--- config.mk ---
export PLATFORM = sky130hd
export DESIGN_NAME = z_result_stage_flat
export DESIGN_NICKNAME = d
export VERILOG_FILES = /design/src/rtl/z_result_stage_pkg.sv /design/src/rtl/z_result_stage_if.sv /design/src/rtl/z_result_stage_flag_gen.sv /design/src/rtl/z_result_stage.sv /design/src/flat_wrapper.sv
export SDC_FILE = /design/constraint.sdc
export NUM_CORES = 1
export LEC_CHECK = 0
export ABC_AREA = 1
export CAP_MARGIN = 40
export CORE_UTILIZATION = 24
export DETAILED_ROUTE_END_ITERATION = 8
export PLACE_DENSITY_LB_ADDON = 0.08
export SLEW_MARGIN = 20
export SYNTH_ARGS = -nofsm -noshare
export SYNTH_HDL_FRONTEND = slang
export SYNTH_SLANG_ARGS = --single-unit
--- constraint.sdc ---
create_clock -name clock -period 2.2 [get_ports clock]
set_clock_uncertainty 0.2 [all_clocks]
set_input_delay 0.66 -clock clock [delete_from_list [all_inputs] [get_ports clock]]
set_output_delay 0.66 -clock clock [all_outputs]
set_load 0.005 [all_outputs]
--- src/rtl/z_result_stage_pkg.sv ---
// Shared types and constants for the Z result holding stage.
package z_result_stage_pkg;

  localparam int unsigned Z_WIDTH_DEFAULT = 32;

  typedef enum logic [2:0] {
    EMPTY     = 3'd0,
    LOW_PEND  = 3'd1,
    BOTH_PEND = 3'd2,
    HIGH_PEND = 3'd3,
    LOW_ONLY  = 3'd4
  } z_state_e;

endpackage

--- src/rtl/z_result_stage_if.sv ---
// ALU handshake, bus read strobes and condition flags of the Z result stage.
interface z_result_stage_if
  import z_result_stage_pkg::*;
#(
  parameter int unsigned WIDTH = Z_WIDTH_DEFAULT
);
  logic                 alu_valid;
  logic                 alu_ready;
  logic                 alu_wide;
  logic [2*WIDTH-1:0]   alu_result;
  logic                 ZLowout;
  logic                 ZHighout;
  logic [WIDTH-1:0]     z_bus_out;
  logic                 z_bus_drive;
  logic                 rd_err;
  logic                 z_zero;
  logic                 z_neg;

  modport master (
    output alu_valid, alu_wide, alu_result, ZLowout, ZHighout,
    input  alu_ready, z_bus_out, z_bus_drive, rd_err, z_zero, z_neg
  );

  modport slave (
    input  alu_valid, alu_wide, alu_result, ZLowout, ZHighout,
    output alu_ready, z_bus_out, z_bus_drive, rd_err, z_zero, z_neg
  );
endinterface

--- src/rtl/z_result_stage_flag_gen.sv ---
// Combinational zero/negative flags of an ALU result; only built when Z_FLAGS_EN is defined.
module z_flag_gen
  import z_result_stage_pkg::*;
#(
  parameter int unsigned WIDTH = Z_WIDTH_DEFAULT
) (
  input  logic [2*WIDTH-1:0] result_i,
  input  logic               wide_i,
  output logic               zero_o,
  output logic               neg_o
);

  // Narrow results only look at the low half; the high input bits are don't-care.
  always_comb begin
    if (wide_i) begin
      zero_o = ~|result_i;
      neg_o  = result_i[2*WIDTH-1];
    end else begin
      zero_o = ~|result_i[WIDTH-1:0];
      neg_o  = result_i[WIDTH-1];
    end
  end

endmodule

--- src/rtl/z_result_stage.sv ---
// Z register pair holding ALU results until both halves are read off the bus.
// Optional macro Z_FLAGS_EN adds registered zero/negative condition flags.
module z_result_stage
  import z_result_stage_pkg::*;
#(
  parameter int unsigned WIDTH = Z_WIDTH_DEFAULT
) (
  input  logic             clock,
  input  logic             clear,
  z_result_stage_if.slave  zif
);

  z_state_e             state_q, state_d, rd_state_s;
  logic [2*WIDTH-1:0]   z_q, z_d;
  logic                 rd_err_q, rd_err_d;
  logic [WIDTH-1:0]     bus_s;
  logic                 ready_s, accept_s;

  // Read decode: bus data, illegal-read detection and state after this cycle's read.
  always_comb begin
    rd_state_s = state_q;
    rd_err_d   = 1'b0;
    bus_s      = {WIDTH{1'b0}};
    if (zif.ZLowout) begin
      if (state_q == EMPTY) begin
        rd_err_d = 1'b1;
      end else begin
        rd_err_d = zif.ZHighout;
        bus_s    = z_q[WIDTH-1:0];
      end
      case (state_q)
        LOW_PEND, LOW_ONLY: rd_state_s = EMPTY;
        BOTH_PEND:          rd_state_s = HIGH_PEND;
        default:            rd_state_s = state_q;
      endcase
    end else if (zif.ZHighout) begin
      case (state_q)
        BOTH_PEND: begin
          bus_s      = z_q[2*WIDTH-1:WIDTH];
          rd_state_s = LOW_ONLY;
        end
        HIGH_PEND: begin
          bus_s      = z_q[2*WIDTH-1:WIDTH];
          rd_state_s = EMPTY;
        end
        LOW_ONLY: bus_s = z_q[2*WIDTH-1:WIDTH];
        default:  rd_err_d = 1'b1;
      endcase
    end else begin
      rd_state_s = state_q;
    end
  end

  // Ready depends only on state and read strobes, never on alu_valid.
  assign ready_s  = (rd_state_s == EMPTY);
  assign accept_s = zif.alu_valid & ready_s;

  // Next state and Z contents; a narrow result zeroes the high half.
  always_comb begin
    state_d = rd_state_s;
    z_d     = z_q;
    if (accept_s) begin
      if (zif.alu_wide) begin
        state_d = BOTH_PEND;
        z_d     = zif.alu_result;
      end else begin
        state_d = LOW_PEND;
        z_d     = {{WIDTH{1'b0}}, zif.alu_result[WIDTH-1:0]};
      end
    end else begin
      state_d = rd_state_s;
    end
  end

  // State, Z pair and read-error pulse registers.
  always_ff @(posedge clock) begin
    if (clear) begin
      state_q  <= EMPTY;
      z_q      <= {(2*WIDTH){1'b0}};
      rd_err_q <= 1'b0;
    end else begin
      state_q  <= state_d;
      z_q      <= z_d;
      rd_err_q <= rd_err_d;
    end
  end

  assign zif.alu_ready   = ready_s;
  assign zif.z_bus_out   = bus_s;
  assign zif.z_bus_drive = zif.ZLowout | zif.ZHighout;
  assign zif.rd_err      = rd_err_q;

`ifdef Z_FLAGS_EN
  logic zero_s, neg_s, zero_q, neg_q;

  z_flag_gen #(.WIDTH(WIDTH)) u_flag_gen (
    .result_i (zif.alu_result),
    .wide_i   (zif.alu_wide),
    .zero_o   (zero_s),
    .neg_o    (neg_s)
  );

  // Flags travel with Z: captured on accept, held until the next one.
  always_ff @(posedge clock) begin
    if (clear) begin
      zero_q <= 1'b0;
      neg_q  <= 1'b0;
    end else if (accept_s) begin
      zero_q <= zero_s;
      neg_q  <= neg_s;
    end else begin
      zero_q <= zero_q;
      neg_q  <= neg_q;
    end
  end

  assign zif.z_zero = zero_q;
  assign zif.z_neg  = neg_q;
`else
  assign zif.z_zero = 1'b0;
  assign zif.z_neg  = 1'b0;
`endif

endmodule

--- src/flat_wrapper.sv ---
// flat-port wrapper written by rule: the top's interface ports become plain ports
module z_result_stage_flat import z_result_stage_pkg::*;
#(
  parameter int unsigned WIDTH = Z_WIDTH_DEFAULT
)
  (clock, clear, zif_alu_valid, zif_alu_wide, zif_alu_result, zif_ZLowout, zif_ZHighout, zif_alu_ready, zif_z_bus_out, zif_z_bus_drive, zif_rd_err, zif_z_zero, zif_z_neg);
  z_result_stage_if #(.WIDTH(WIDTH)) zif_i ();
  input  logic clock;
  input  logic clear;
  input wire logic [$bits(zif_i.alu_valid)-1:0] zif_alu_valid;
  input wire logic [$bits(zif_i.alu_wide)-1:0] zif_alu_wide;
  input wire logic [$bits(zif_i.alu_result)-1:0] zif_alu_result;
  input wire logic [$bits(zif_i.ZLowout)-1:0] zif_ZLowout;
  input wire logic [$bits(zif_i.ZHighout)-1:0] zif_ZHighout;
  output wire logic [$bits(zif_i.alu_ready)-1:0] zif_alu_ready;
  output wire logic [$bits(zif_i.z_bus_out)-1:0] zif_z_bus_out;
  output wire logic [$bits(zif_i.z_bus_drive)-1:0] zif_z_bus_drive;
  output wire logic [$bits(zif_i.rd_err)-1:0] zif_rd_err;
  output wire logic [$bits(zif_i.z_zero)-1:0] zif_z_zero;
  output wire logic [$bits(zif_i.z_neg)-1:0] zif_z_neg;
  assign zif_i.alu_valid = zif_alu_valid;
  assign zif_i.alu_wide = zif_alu_wide;
  assign zif_i.alu_result = zif_alu_result;
  assign zif_i.ZLowout = zif_ZLowout;
  assign zif_i.ZHighout = zif_ZHighout;
  assign zif_alu_ready = zif_i.alu_ready;
  assign zif_z_bus_out = zif_i.z_bus_out;
  assign zif_z_bus_drive = zif_i.z_bus_drive;
  assign zif_rd_err = zif_i.rd_err;
  assign zif_z_zero = zif_i.z_zero;
  assign zif_z_neg = zif_i.z_neg;
  z_result_stage #(.WIDTH(WIDTH)) u_core (.clock(clock), .clear(clear), .zif(zif_i));
endmodule
==> results by group <==
Outcome
  • Outcome: complete, but fails checks
  • Violated checks: negative setup slack

Power and ir drop
  • Peak supply drop: 0.441 mV
  • Leakage power: 2.51 nW
  • P per Cell Area: ~670 nW/um2

Final layout
  • Final core occ: 0.395
  • P&R area growth vs syn: 60.9%
  • Sequential cell area: around 1400 um2
  • Top library cells by usage in the layout, fill and taps aside: 131 x nand2_1, 68 x inv_1, 66 x nor2_1, 66 x clkdlybuf4s50_1, 65 x dfxtp_1
  • Area of the multi-input gates: 2070 um2
  • Share of cells above drive strength 1: 0.233
  • Commonest non-fill, non-tap cell in the layout: nand2_1
  • Fillers: between 1500 and 2000
  • Final #Nets: 718

Clock tree
  • Clock latency on the worst-skew pair: 0.34 ns
  • Maximum clock path buffer count: 2
  • H-tree levels: 3
  • CTS buffer count: 9
  • Clk pin slew, worst setup/hold paths: approximately 0.050 ns
  • Hold-fix buffers, CTS: 0
  • Clock Tree Root: clkbuf_16
  • Clock Sinks: 68
  • CTS tree: yes

Min path
  • Hold endpoint: u_core.z_q[38]
  • HP Class: flip-flop to flip-flop
  • Hold path depth: 2
  • Hold path start: u_core.z_q[38]

Route
  • Residual DRC: 0
  • DRT iter0 DRCs: about 170
  • Vias: between 3000 and 4000
  • Avg WL per Cell: 14.6 um
  • Total routed wirelength: 12.3 mm
  • Drt via density: about 4.6
  • Antenna viol nets, final: 0
  • First-pass detailed-route iteration total: 4

Critical path
  • CP Max Fanout: 8
  • Crit-path slowest cell: dfxtp_2
  • Crit path max-delay family: buffers and inverters
  • Critical path class: flip-flop to output pin
  • Crit path capture type: output pin
  • WP data arrival: 1.57 ns
  • Critical R2R Capture: u_core.z_q[21]
  • WP buf/inv: 5
  • CP Cell Sequence: inv_2 -> buf_6 -> o21ai_4 -> buf_6 -> buf_12 -> o32ai_4 -> buf_2
  • Critical Path Source: u_core.state_q[2]
  • Most used cell, CP: buf_6
  • R2R Setup Slk: 0.19 ns
  • Worst r2r src: u_core.state_q[2]
  • Crit path launch type: flip-flop
  • Crit path largest cell delay: 0.33 ns
  • R2R cell count: 13
  • CP required: around 1.3 ns

Timing
  • Max frequency: 411 MHz
  • Worst Slack Setup Final: -0.232 ns
  • Final Hold Fails: 0
  • Post-layout min period: 2.43 ns
  • Max-slew violations: 0
  • Final Cycle Share: 1.11
  • RSZ-0062 raised after global routing: yes
  • WHS: approximately 0.26 ns
  • Post-route setup TNS: -6.16 ns
  • # setup viols final: 33

Global route
  • Initial antenna violation count: 1
  • GRT Residual Overflow: 0
  • M1 GR Usage: 0.216
  • Most used routing layer: met2
  • First-pass GRT wire length: 19.4 mm
  • Largest net degree at the start of global routing: 47
  • Met3 GRT Util: 0.0517
  • Total track usage: 0.168
  • Vias in the first global route: 3724
  • GRT met2 Usage: 0.271

Run
  • Max-cap violations: 0

Yosys
  • Yosys warnings: 0
  • Synthesis-stage register bit count: 68
  • Cells after Synth: 539
  • Post-synth cell types: 22
  • Register area share after synthesis: 0.383
  • Cell Area, Synth: 3560 um2
  • Synthesized area per cell: 6.60 um2

Placed design
  • Final HPWL DP: between 7 and 8 mm
  • I/O Buffers: 104
  • GP Congestion: 0.785
  • Dpl ws: -1.11 ns

Die
  • DIE HEIGHT: 124 um
  • Full die area: between 15000 and 20000 um2
  • Rows: between 40 and 50
  • Initial core utilization: 0.246
  • Io pins: 107
  • Core area: approximately 14000 um2
  • Die X: 124 um
## worst min-delay path: cells and delay by family (launching register included)
family	cells	cell delay, ns
flip-flops	1	0.31
AND/OR/NAND/NOR	1	0.06
AO/OA/AOI/OAI	1	0.05
## synth_stat cells
cell type,instances,share of area
o21ai_1,2,0.0028
or2_2,1,0.0018
nor2_1,68,0.072
nand2_2,2,0.0035
nand3_2,1,0.0028
nor2_8,1,0.0056
buf_6,5,0.016
a21oi_1,35,0.049
o32ai_1,32,0.079
buf_1,2,0.0021
buf_2,8,0.011
conb_1,1,0.0011
clkbuf_1,32,0.034
and2_1,1,0.0018
o21ai_0,1,0.0014
inv_2,3,0.0032
buf_4,3,0.0063
nand3_1,36,0.051
nand2_1,134,0.14
nand4_1,34,0.060
dfxtp_1,68,0.38
inv_1,69,0.073
## state kept, by name, indices dropped and copies added, names as in the netlist
register / count
u_core.z_q: 64
u_core.zif.rd_err: 1
u_core.state_q: 3
## cells by family after synthesis
group | synth area share
AOI/OAI and AO/OA | 0.132
buffers and inverters | 0.145
DFF | 0.383
other | 0.00105
and+or+nand+nor | 0.339
## worst max path at each step
| stage | to | cells past startpoint |
|---|---|---|
| finish | zif_z_bus_out[27] | 7 |
| global route | zif_z_bus_out[27] | 7 |
| CTS | zif_z_bus_out[11] | 8 |
| detailed placement | zif_z_bus_out[13] | 5 |
| global placement | zif_z_bus_out[5] | 5 |
| floorplan | zif_alu_ready | 7 |
## through the flow
step | std cells | instance area [um2] | total power, mW
detailed placement | 806 | 4910 | 2.20
global route | 837 | 5720 | 4.02
floorplan | 540 | 3590 | 1.84
global placement | 806 | 4910 | 2.20
CTS | 835 | 5680 | 3.86
finish | 838 | 5730 | 3.82
## timing repair
item | CTS | global route
gates resized for setup | 214 | 9
buffers inserted | 9 | 4
gates cloned | 4 | 0
setup endpoints to repair | 100 | 84
pin swaps | 30 | 6
## layout make-up
type	count	share of cell area
Clock buffer	12	0.0448
Multi-Input combinational cell	350	0.361
Tap cell	184	0.0402
Timing Repair Buffer	147	0.257
Clock inverter	4	0.00830
Sequential cell	68	0.239
Inverter	72	0.0494
Antenna cell	1	0.000437
## power by group
part	switching, mW	internal, mW
Combinational	0.520	0.447
Clock	0.554	0.935
Sequential	0.0366	1.33
## per-layer routing
metal / vias up / share of wire
li1: 1964 / -
met1: 1788 / 0.47
met2: 87 / 0.46
met3: 13 / 0.052
met4: 0 / 0.012
met5: - / 0
No activity file was read; power rests on OpenSTA's default activity.
